`src/rtl/lif_tdm_scheduler.sv`:
```
// lif_tdm_scheduler
//   One shared leaky integrate-and-fire datapath serves N_NEURONS virtual
//   neurons. A tick starts a sweep. Each slot is processed in three cycles:
//   LOAD reads its state, CALC applies leak/integrate/fire, and STORE writes
//   the result back. When the last slot is stored the FSM enters DONE, which
//   publishes the spike vector and raises a one-cycle done pulse.
//
// Handshake: tick is a plain strobe, with no ready signal. It is accepted
//   only when ena=1 and the FSM is IDLE. A tick that arrives while busy=1
//   (and ena=1) is dropped and sets the sticky overrun flag.
//
// Ports
//   clk, rst_n        clock, asynchronous active-low reset
//   ena               1 = advance, 0 = freeze every register
//   tick              timestep strobe that starts a sweep
//   cur_idx           slot whose input current is requested (0 when idle)
//   cur_in            input current for cur_idx, sampled in CALC
//   threshold         firing threshold, 0 disables firing
//   leak_shift        leak amount is V >> leak_shift
//   mon_sel, mem_mon  combinational membrane monitor
//   spike_vec         spikes of the last completed sweep
//   busy, done        FSM not idle / one-cycle end-of-sweep pulse
//   overrun           sticky flag: tick seen while busy
module lif_tdm_scheduler #(
  parameter int N_NEURONS = 4,
  parameter int REFRAC    = 2
) (
  input  logic                         clk,
  input  logic                         rst_n,
  input  logic                         ena,
  input  logic                         tick,
  output logic [$clog2(N_NEURONS)-1:0] cur_idx,
  input  logic [7:0]                   cur_in,
  input  logic [7:0]                   threshold,
  input  logic [2:0]                   leak_shift,
  input  logic [$clog2(N_NEURONS)-1:0] mon_sel,
  output logic [7:0]                   mem_mon,
  output logic [N_NEURONS-1:0]         spike_vec,
  output logic                         busy,
  output logic                         done,
  output logic                         overrun
);

  localparam int IDX_W = $clog2(N_NEURONS);
  localparam logic [IDX_W-1:0] LAST_SLOT = IDX_W'(N_NEURONS - 1);
  localparam logic [1:0] REFRAC_L = 2'(REFRAC);

  typedef enum logic [2:0] {
    S_IDLE  = 3'd0,
    S_LOAD  = 3'd1,
    S_CALC  = 3'd2,
    S_STORE = 3'd3,
    S_DONE  = 3'd4
  } state_t;

  state_t               state_q, state_d;
  logic [IDX_W-1:0]     slot_q, slot_d;
  logic [7:0]           v_q [N_NEURONS];
  logic [7:0]           v_d [N_NEURONS];
  logic [1:0]           refrac_q [N_NEURONS];
  logic [1:0]           refrac_d [N_NEURONS];
  logic [N_NEURONS-1:0] spk_q, spk_d;
  logic [N_NEURONS-1:0] spike_vec_q, spike_vec_d;
  logic                 overrun_q, overrun_d;
  // The pipeline registers between LOAD -> CALC -> STORE.
  logic [7:0]           ld_v_q, ld_v_d;
  logic [1:0]           ld_r_q, ld_r_d;
  logic [7:0]           res_v_q, res_v_d;
  logic [1:0]           res_r_q, res_r_d;
  logic                 res_s_q, res_s_d;

  // Shared integrate datapath. V - (V >> s) never goes negative, so the
  // 9-bit sum can only overflow upward, and that case clips to 255.
  logic [7:0] leak;
  logic [8:0] sum9;
  logic [7:0] v_sat;
  logic       fire;

  always_comb begin
    leak  = ld_v_q >> leak_shift;
    sum9  = {1'b0, ld_v_q} - {1'b0, leak} + {1'b0, cur_in};
    v_sat = sum9[8] ? 8'hFF : sum9[7:0];
    fire  = (threshold != 8'd0) && (v_sat >= threshold);
  end

  // State register process.
  always_ff @(posedge clk or negedge rst_n) begin
    if (!rst_n) begin
      state_q     <= S_IDLE;
      slot_q      <= '0;
      for (int i = 0; i < N_NEURONS; i++) begin
        v_q[i]      <= '0;
        refrac_q[i] <= '0;
      end
      spk_q       <= '0;
      spike_vec_q <= '0;
      overrun_q   <= 1'b0;
      ld_v_q      <= '0;
      ld_r_q      <= '0;
      res_v_q     <= '0;
      res_r_q     <= '0;
      res_s_q     <= 1'b0;
    end else begin
      state_q     <= state_d;
      slot_q      <= slot_d;
      v_q         <= v_d;
      refrac_q    <= refrac_d;
      spk_q       <= spk_d;
      spike_vec_q <= spike_vec_d;
      overrun_q   <= overrun_d;
      ld_v_q      <= ld_v_d;
      ld_r_q      <= ld_r_d;
      res_v_q     <= res_v_d;
      res_r_q     <= res_r_d;
      res_s_q     <= res_s_d;
    end
  end

  // Next-state process. With ena=0 everything holds.
  always_comb begin
    state_d = state_q;
    slot_d  = slot_q;
    if (ena) begin
      case (state_q)
        S_IDLE:  if (tick) begin
                   state_d = S_LOAD;
                   slot_d  = '0;
                 end
        S_LOAD:  state_d = S_CALC;
        S_CALC:  state_d = S_STORE;
        S_STORE: if (slot_q == LAST_SLOT) begin
                   state_d = S_DONE;
                 end else begin
                   state_d = S_LOAD;
                   slot_d  = slot_q + IDX_W'(1);
                 end
        S_DONE:  begin
                   state_d = S_IDLE;
                   slot_d  = '0;
                 end
        default: state_d = S_IDLE;
      endcase
    end
  end

  // Datapath and slot register updates.
  always_comb begin
    v_d         = v_q;
    refrac_d    = refrac_q;
    spk_d       = spk_q;
    spike_vec_d = spike_vec_q;
    overrun_d   = overrun_q;
    ld_v_d      = ld_v_q;
    ld_r_d      = ld_r_q;
    res_v_d     = res_v_q;
    res_r_d     = res_r_q;
    res_s_d     = res_s_q;
    if (ena) begin
      if (tick && state_q != S_IDLE) overrun_d = 1'b1;
      case (state_q)
        S_LOAD: begin
          ld_v_d = v_q[slot_q];
          ld_r_d = refrac_q[slot_q];
        end
        S_CALC: begin
          if (ld_r_q != 2'd0) begin
            res_v_d = 8'd0;
            res_r_d = ld_r_q - 2'd1;
            res_s_d = 1'b0;
          end else if (fire) begin
            res_v_d = 8'd0;
            res_r_d = REFRAC_L;
            res_s_d = 1'b1;
          end else begin
            res_v_d = v_sat;
            res_r_d = 2'd0;
            res_s_d = 1'b0;
          end
        end
        S_STORE: begin
          v_d[slot_q]      = res_v_q;
          refrac_d[slot_q] = res_r_q;
          spk_d[slot_q]    = res_s_q;
          // Publish on the edge that enters DONE, including the last slot's bit.
          if (slot_q == LAST_SLOT) spike_vec_d = spk_d;
        end
        default: ;
      endcase
    end
  end

  // Output process.
  always_comb begin
    busy    = (state_q != S_IDLE);
    done    = (state_q == S_DONE);
    cur_idx = '0;
    if (state_q == S_LOAD || state_q == S_CALC || state_q == S_STORE) cur_idx = slot_q;
  end

  assign mem_mon   = v_q[mon_sel];
  assign spike_vec = spike_vec_q;
  assign overrun   = overrun_q;

endmodule

```
`config.mk`:
```
export PLATFORM = sky130hd
export DESIGN_NAME = lif_tdm_scheduler
export DESIGN_NICKNAME = d
export VERILOG_FILES = /design/src/rtl/lif_tdm_scheduler.sv
export SDC_FILE = /design/constraint.sdc
export NUM_CORES = 1
export LEC_CHECK = 0
export ABC_AREA = 1
export CAP_MARGIN = 0
export CORE_ASPECT_RATIO = 1.5
export CORE_MARGIN = 10
export CORE_UTILIZATION = 36
export DETAILED_ROUTE_END_ITERATION = 8
export GPL_TIMING_DRIVEN = 0
export PLACE_DENSITY_LB_ADDON = 0.05
export SYNTH_ARGS = -nofsm -noshare
export SYNTH_HDL_FRONTEND = slang
export SYNTH_SLANG_ARGS = --single-unit
export TNS_END_PERCENT = 30
```
`constraint.sdc`:
```
create_clock -name clk -period 3.9 [get_ports clk]
set_input_delay 0.78 -clock clk [delete_from_list [all_inputs] [get_ports clk]]
set_output_delay 0.78 -clock clk [all_outputs]
set_load 0.03 [all_outputs]
```
==> impl_metrics.csv, run 1 <==
group,metric,value,unit
logic_synthesis,synth_xor_area_share,0.572,%
logic_synthesis,post_synth.cell_area_avg,7.60,um^2
clock_tree,cts_root_buf,"clkbuf_16",
worst_setup_path,max_stage_delay,730,ps
place,hpwlAfterDp,9830,um
logic_synthesis,synth_simple_gate_area_share,22.2,%
timing,min_period,3780,ps
layout,diodes,0,
logic_synthesis,yosysSeqAreaShare,40.3,%
global_route,track_usage,15.1,%
timing,fin_crit_sh,96.9,%
worst_setup_path,slowest_stage,"clkdlybuf4s50_1",
floorplanning,core-area,0.0125,mm^2
timing,skew,6.03,ps
logic_synthesis,yosysTopAreaCell,"dfrtp_1",
logic_synthesis,synthesis.area,0.00459,mm^2
logic_synthesis,ys_seq_elements,74,
drt,ant_nets,0,
logic_synthesis,async_flop_share,100,%
worst_setup_path,regToRegEndpoint,"res_v_q[0]",
timing,rsz0062_at_grt,"yes",
clock_tree,clockBufferDepth,2,
pwr,swShare,45.8,%
worst_setup_path,critPathMaxFanout,10,
place,place.port_buffers,40,
floorplanning,start_util,36.7,%
clock_tree,clk_pin_slew,60,ps
floorplanning,die_w,112,um
worst_setup_path,cp_common_cell,"clkdlybuf4s50_1",
logic_synthesis,synth_mux_area_share,0,%
worst_setup_path,critPathLaunchType,"primary input",
global_route,antenna_found_initial,0,
pwr,ir_drop,0.443,mV
pwr,p_sw,2.31,mW
clock_tree,numClockSinks,74,
clock_tree,holdBufCountCts,0,
timing,relSlewSlack,59.2,%
floorplanning,fp.dieH,158,um
logic_synthesis,syn_nets,658,
logic_synthesis,synth_top_family_by_area,"simple AND/OR/NAND/NOR gates",
pwr,pwr-share-comb,58.9,%
worst_setup_path,crit_path_end_kind,"output port",
timing,hold_violations,0,
drt,num_vias,4141,
pwr,power_frac_seq,24.8,%
timing,max_slew.worst_pin.slew,612,ps
timing,drv_slew,0,
pwr,power_density,861,mW/mm^2
logic_synthesis,synthCells,604,
place,place_congestion,0.860,
worst_setup_path,cp-startpoint,"mon_sel[0]",
worst_setup_path,reg2reg_setup_slack,280,ps
floorplanning,die_area,0.0178,mm^2
timing,fmax,265,MHz
drt,avgViaCountPerCell,5.04,
logic_synthesis,synthTopCellsByArea,"dfrtp_1, nand2_1, o21ai_0",
status,status,"finished clean",
clock_tree,h-tree-depth,3,
clock_tree,clkLatencyLatePin,330,ps
pwr,intPower,2.74,mW
clock_tree,numCtsBuffers,9,
global_route,grt_pass1_vias,4135,
layout,final_nets,717,
logic_synthesis,synth-compound-area-share,17.9,%
drt,drcViolationCount,0,
logic_synthesis,synth_fa_ha_area_share,9.21,%
timing,fin_setup_tns,0,ps
worst_setup_path,worstSetupPathType,"primary input to output port",
drt,routed_wl,13300,um
global_route,overflow,0,
global_route,grt_pass1_wl,21400,um
pwr,p_clk_share,16.3,%
worst_setup_path,path_cells,"clkdlybuf4s50_1 -> inv_1 -> clkbuf_2 -> o21ai_0 -> o22ai_1 -> clkdlybuf4s50_1",
floorplanning,ioPinCount,42,
logic_synthesis,synth_cell_types,34,
worst_setup_path,r2r-start,"ld_v_q[3]",
global_route,grt_max_degree,68,
drt,drt-pass1-iter-count,4,
logic_synthesis,yosys.area.top_type_share,40.3,%
timing,finalSetupViolCount,0,
drt,drt_iter0_drc,225,
pwr,power,5.05,mW
min_path,hold_class,"primary input to asynchronous set/reset pin",
layout,drive_gt1_share,18.5,%
worst_setup_path,reg2reg_depth,29,
logic_synthesis,synth_ff_type,"dfrtp_1",
layout,syn2layout_area_growth,27.8,%
pwr,p_leak,2.77,nW
worst_setup_path,arrival,3000,ps
drt,wl_per_cell,16.2,um
logic_synthesis,yosysWarnings,0,
flow_run,drv_cap,0,
floorplanning,num_rows,50,
clock_tree,cts_tree,"built",
logic_synthesis,synth-edff-count,0,
worst_setup_path,cp.required,3120,ps
==> power groups by stage <==
stage,Sequential (mW),Combinational [mW],Clock [mW]
final,1.25,2.98,0.825
after CTS,1.25,2.57,0.845
after floorplan,1.22,1.74,0
after detailed placement,1.25,2.46,0
after global placement,1.25,2.43,0
after global routing,1.29,3.39,0.880
==> how the worst max path moves through the flow <==
stage                 end  cells after the start
6_report       mem_mon[5]                      6
5_1_grt        res_v_q[0]                     25
4_1_cts        res_v_q[6]                     28
3_5_place_dp   res_v_q[0]                     29
3_3_place_gp   res_v_q[7]                     29
2_1_floorplan  res_v_q[0]                     24
==> per-layer routing <==
layer	wire length, um	track usage, %	share of wire (%)
met2	7170	27.9	54
met3	509	2.30	3.8
met5	0	0	0
met4	371	7.39	2.8
met1	5260	16.3	39
==> cell families after synthesis <==
logic type,Yosys count
and+or+nand+nor,246
adders and majority gates,29
buffers and inverters,107
AOI/OAI and AO/OA,145
DFF,74
xor gates and xnor gates,3
==> worst max-delay path: cells and delay by family <==
kind	cells	cell delay, ps
AOI/OAI and AO/OA	2	310
buffers and inverters	4	1900
==> Yosys cell counts (2+ instances only) <==
cell type,instances
nand2_1,157
inv_1,84
dfrtp_1,74
o21ai_0,70
nor2_1,52
o21ai_1,30
ha_1,21
o22ai_1,18
nand3_1,14
o21ai_2,11
clkbuf_1,9
nand2_2,9
a21oi_1,8
fa_1,8
buf_2,6
buf_6,5
nor3_1,4
o211ai_1,3
nand3_2,2
nand3b_1,2
nand4_1,2
nor2_4,2
xnor2_1,2
==> layout make-up <==
class,count,area (um^2)
fillers,1329,6640
multi-input cells,423,2570
flip-flops and latches,74,1850
repair buffers,48,490
inverters,87,332
clock buffers,12,256
well taps,156,195
plain buffers,20,134
clock inverters,2,37.5
==> metrics by stage <==
step | setup WS (ps) | cells | area (um^2) | hold WS, ps | util, %
after floorplan | 2.97 | 604 | 4590 | 449 | -
after CTS | 8.95 | 816 | 5600 | 264 | 44.8
after global placement | -1240 | 800 | 5190 | 451 | 41.5
after global routing | -68.0 | 822 | 5870 | 265 | 46.9
final | 123 | 822 | 5870 | 268 | 46.9
after detailed placement | -1260 | 801 | 5210 | 465 | 41.7
==> layout by cell type, fill, tap and decap left out, types with 2 or more instances in the layout <==
master           Yosys  layout
a21oi_1              8       4
a21oi_2              0       4
buf_2                6       5
buf_4                0       7
buf_6                5       5
buf_8                0       2
clkbuf_1             9       7
clkbuf_16            0       9
clkbuf_2             0       4
clkbuf_8             0       2
clkdlybuf4s50_1      0      37
dfrtp_1             74      74
fa_1                 8       7
ha_1                21      10
ha_2                 0       2
ha_4                 0       9
inv_1               84      77
inv_2                1       8
nand2_1            157     137
nand2_2              9      22
nand2_4              1       7
nand3_1             14      13
nand3_2              2       3
nand3b_1             2       2
nand4_1              2       2
nor2_1              52      51
nor2_4               2       2
nor3_1               4       4
o211ai_1             3       3
o21ai_0             70      57
o21ai_1             30      33
o21ai_2             11      20
o22ai_1             18      18
xnor2_1              2       2
==> state kept, by name, indices dropped and copies added, names as in the netlist <==
signal	cells
ld_r_q	2
ld_v_q	8
overrun	1
refrac_q	8
res_r_q	2
res_s_q	1
res_v_q	8
slot_q	2
spike_vec	4
spk_q	3
state_q	3
v_q	32
==> timing repair <==
item / 4_1_cts / 5_1_grt
resized for setup: 41 / 58
endpoints found under the setup margin: 11 / 11
setup buffers: 0 / 6
pin swaps: 7 / 32
hold endpoints to repair: 0 / 0
cloned: 1 / 0
Power figures use the tool's default switching activity.
==> inputs of run 2 (changes only) <==
--- a/config.mk
+++ b/config.mk
@@ -7,7 +7,7 @@
 export LEC_CHECK = 0
 export ABC_AREA = 1
 export CAP_MARGIN = 0
-export CORE_ASPECT_RATIO = 1.5
+export CORE_ASPECT_RATIO = 1.2
 export CORE_MARGIN = 10
 export CORE_UTILIZATION = 36
 export DETAILED_ROUTE_END_ITERATION = 8
@@ -16,4 +16,4 @@
 export SYNTH_ARGS = -nofsm -noshare
 export SYNTH_HDL_FRONTEND = slang
 export SYNTH_SLANG_ARGS = --single-unit
-export TNS_END_PERCENT = 30
+export TNS_END_PERCENT = 50
==> run 2 against run 1 <==
Utilization is 0.71 points lower. Largest power group unchanged. Critical endpoint unchanged. Clock skew is 2.3 ps lower. Global-route usage is 0.13 points higher. Clock-buffer cell count is 2 higher. Via count is 1.3% lower.
==> impl_metrics.csv, run 2 (synthesis gave the netlist of run 1 again) <==
group,metric,value,unit
status,status,"finished clean",
global_route,grt_max_degree,45,
floorplanning,die_area,0.0177,mm^2
drt,avgViaCountPerCell,4.92,
place,place.port_buffers,40,
drt,drt-pass1-iter-count,4,
worst_setup_path,critPathLaunchType,"primary input",
layout,top_register,"v_q",
floorplanning,num_rows,45,
worst_setup_path,cp_common_cell,"clkdlybuf4s50_1",
worst_setup_path,cp.required,3120,ps
worst_setup_path,crit_family,"buffers and inverters",
layout,final_nets,716,
worst_setup_path,reg2reg_setup_slack,260,ps
clock_tree,numClockSinks,74,
timing,finalSetupViolCount,0,
worst_setup_path,worstSetupPathType,"primary input to output port",
worst_setup_path,reg2reg_depth,24,
clock_tree,clkLatencyLatePin,330,ps
global_route,grt_pass1_vias,4134,
flow_run,drv_cap,0,
layout,final_common_cell,"nand2_1",
drt,drt_iter0_drc,260,
timing,rsz0062_at_grt,"yes",
timing,drv_slew,0,
worst_setup_path,r2r-start,"ld_v_q[4]",
clock_tree,clockBufferDepth,2,
worst_setup_path,cp-startpoint,"mon_sel[0]",
global_route,overflow,0,
place,place_area,0.00522,mm^2
global_route,track_usage,15.2,%
floorplanning,fp.dieH,144,um
timing,relSlewSlack,55.3,%
timing,skew,3.69,ps
timing,fin_setup_tns,0,ps
pwr,power,4.94,mW
min_path,hold_class,"primary input to asynchronous set/reset pin",
layout,drive_gt1_share,16.0,%
clock_tree,numCtsBuffers,9,
layout,largest_reg_flops,32,
place,place_congestion,0.806,
timing,max_slew.worst_pin.slew,670,ps
pwr,power_density,852,mW/mm^2
worst_setup_path,path_depth,5,
pwr,ir_drop,0.435,mV
worst_setup_path,path_cells,"clkdlybuf4s50_1 -> clkbuf_1 -> o21ai_0 -> o22ai_1 -> clkdlybuf4s50_1",
timing,fmax,262,MHz
worst_setup_path,crit_path_end_kind,"output port",
timing,min_period,3820,ps
worst_setup_path,regToRegEndpoint,"res_v_q[0]",
worst_setup_path,critPathMaxFanout,10,
worst_setup_path,arrival,3040,ps
worst_setup_path,slowest_stage,"clkdlybuf4s50_1",
drt,drcViolationCount,0,
layout,diodes,0,
pwr,p_leak,2.75,nW
floorplanning,ioPinCount,42,
clock_tree,clk_pin_slew,50,ps
clock_tree,cts_tree,"built",
timing,hold_violations,0,
drt,num_vias,4089,
clock_tree,cts_root_buf,"clkbuf_16",
floorplanning,core-area,0.0126,mm^2
drt,routed_wl,12900,um
place,hpwlAfterDp,9660,um
floorplanning,start_util,36.6,%
drt,wl_per_cell,15.5,um
clock_tree,h-tree-depth,3,
worst_setup_path,crit_buf_inv,3,
worst_setup_path,max_stage_delay,730,ps
drt,ant_nets,0,
layout,syn2layout_area_growth,26.3,%
layout,design_area,0.00580,mm^2
layout,layout_common_cells,"nand2_1, inv_1, dfrtp_1",
floorplanning,die_w,123,um
timing,fin_crit_sh,98.0,%
worst_setup_path,crit_path_end,"mem_mon[5]",
global_route,grt_pass1_wl,21200,um
global_route,antenna_found_initial,0,
run 2: cell count changes in the layout (fill, tap and decap cells not counted), sizes merged:
cell / before / now
buf: 21 / 22
clkinvlp: 1 / 0
clkinv: 2 / 3
run 2: cell type report:
class	count	area [um^2]
Buffer	19	124
Tap cell	164	205
Clock buffer	14	264
Sequential cell	74	1850
Multi-Input combinational cell	423	2490
Clock inverter	2	35.0
Timing Repair Buffer	48	490
Inverter	87	334
Fill cell	1271	6760
run 2: report_power, final:
| part | total, mW | leakage (nW) | switching (mW) | internal, mW |
|---|---|---|---|---|
| clock | 0.825 | 0.147 | 0.296 | 0.530 |
| combinational | 2.86 | 1.61 | 1.75 | 1.12 |
| sequential | 1.25 | 0.989 | 0.208 | 1.04 |
| total | 4.94 | 2.75 | 2.25 | 2.69 |
run 2: stage by stage:
step                hold WS (ps)  std cells  util (%)  setup slack, ps
global placement             451        808      41.4            -1190
finish                       389        831      46.2             79.3
detailed placement           454        809      41.6            -1280
global route                 419        831      46.2             -123
floorplan                    449        604         -             2.97
CTS                          399        827      44.9             4.15
run 2: worst min-delay path by stage:
stage	from	endpoint	slack, ps	cells after the start
after detailed placement	overrun	overrun	450	1
after floorplan	res_v_q[5]	res_v_q[5]	450	2
final	rst_n	spike_vec[1]	390	1
after global placement	overrun	overrun	450	1
after global routing	rst_n	spike_vec[1]	420	1
after CTS	rst_n	spike_vec[1]	400	1
run 2: routing by layer:
layer	global-route usage [%]	routed length [um]	vias up
met5	0	0	-
met4	4.79	195	0
met3	2.51	614	17
met2	27.8	6740	97
met1	17.5	5360	1923
li1	-	-	2052
run 2: timing repair:
action	in CTS	in global routing
buffers inserted	2	4
gates resized for setup	40	37
cloned	1	0
pin swaps	15	25
hold buffers	0	0
endpoints found under the setup margin	11	10
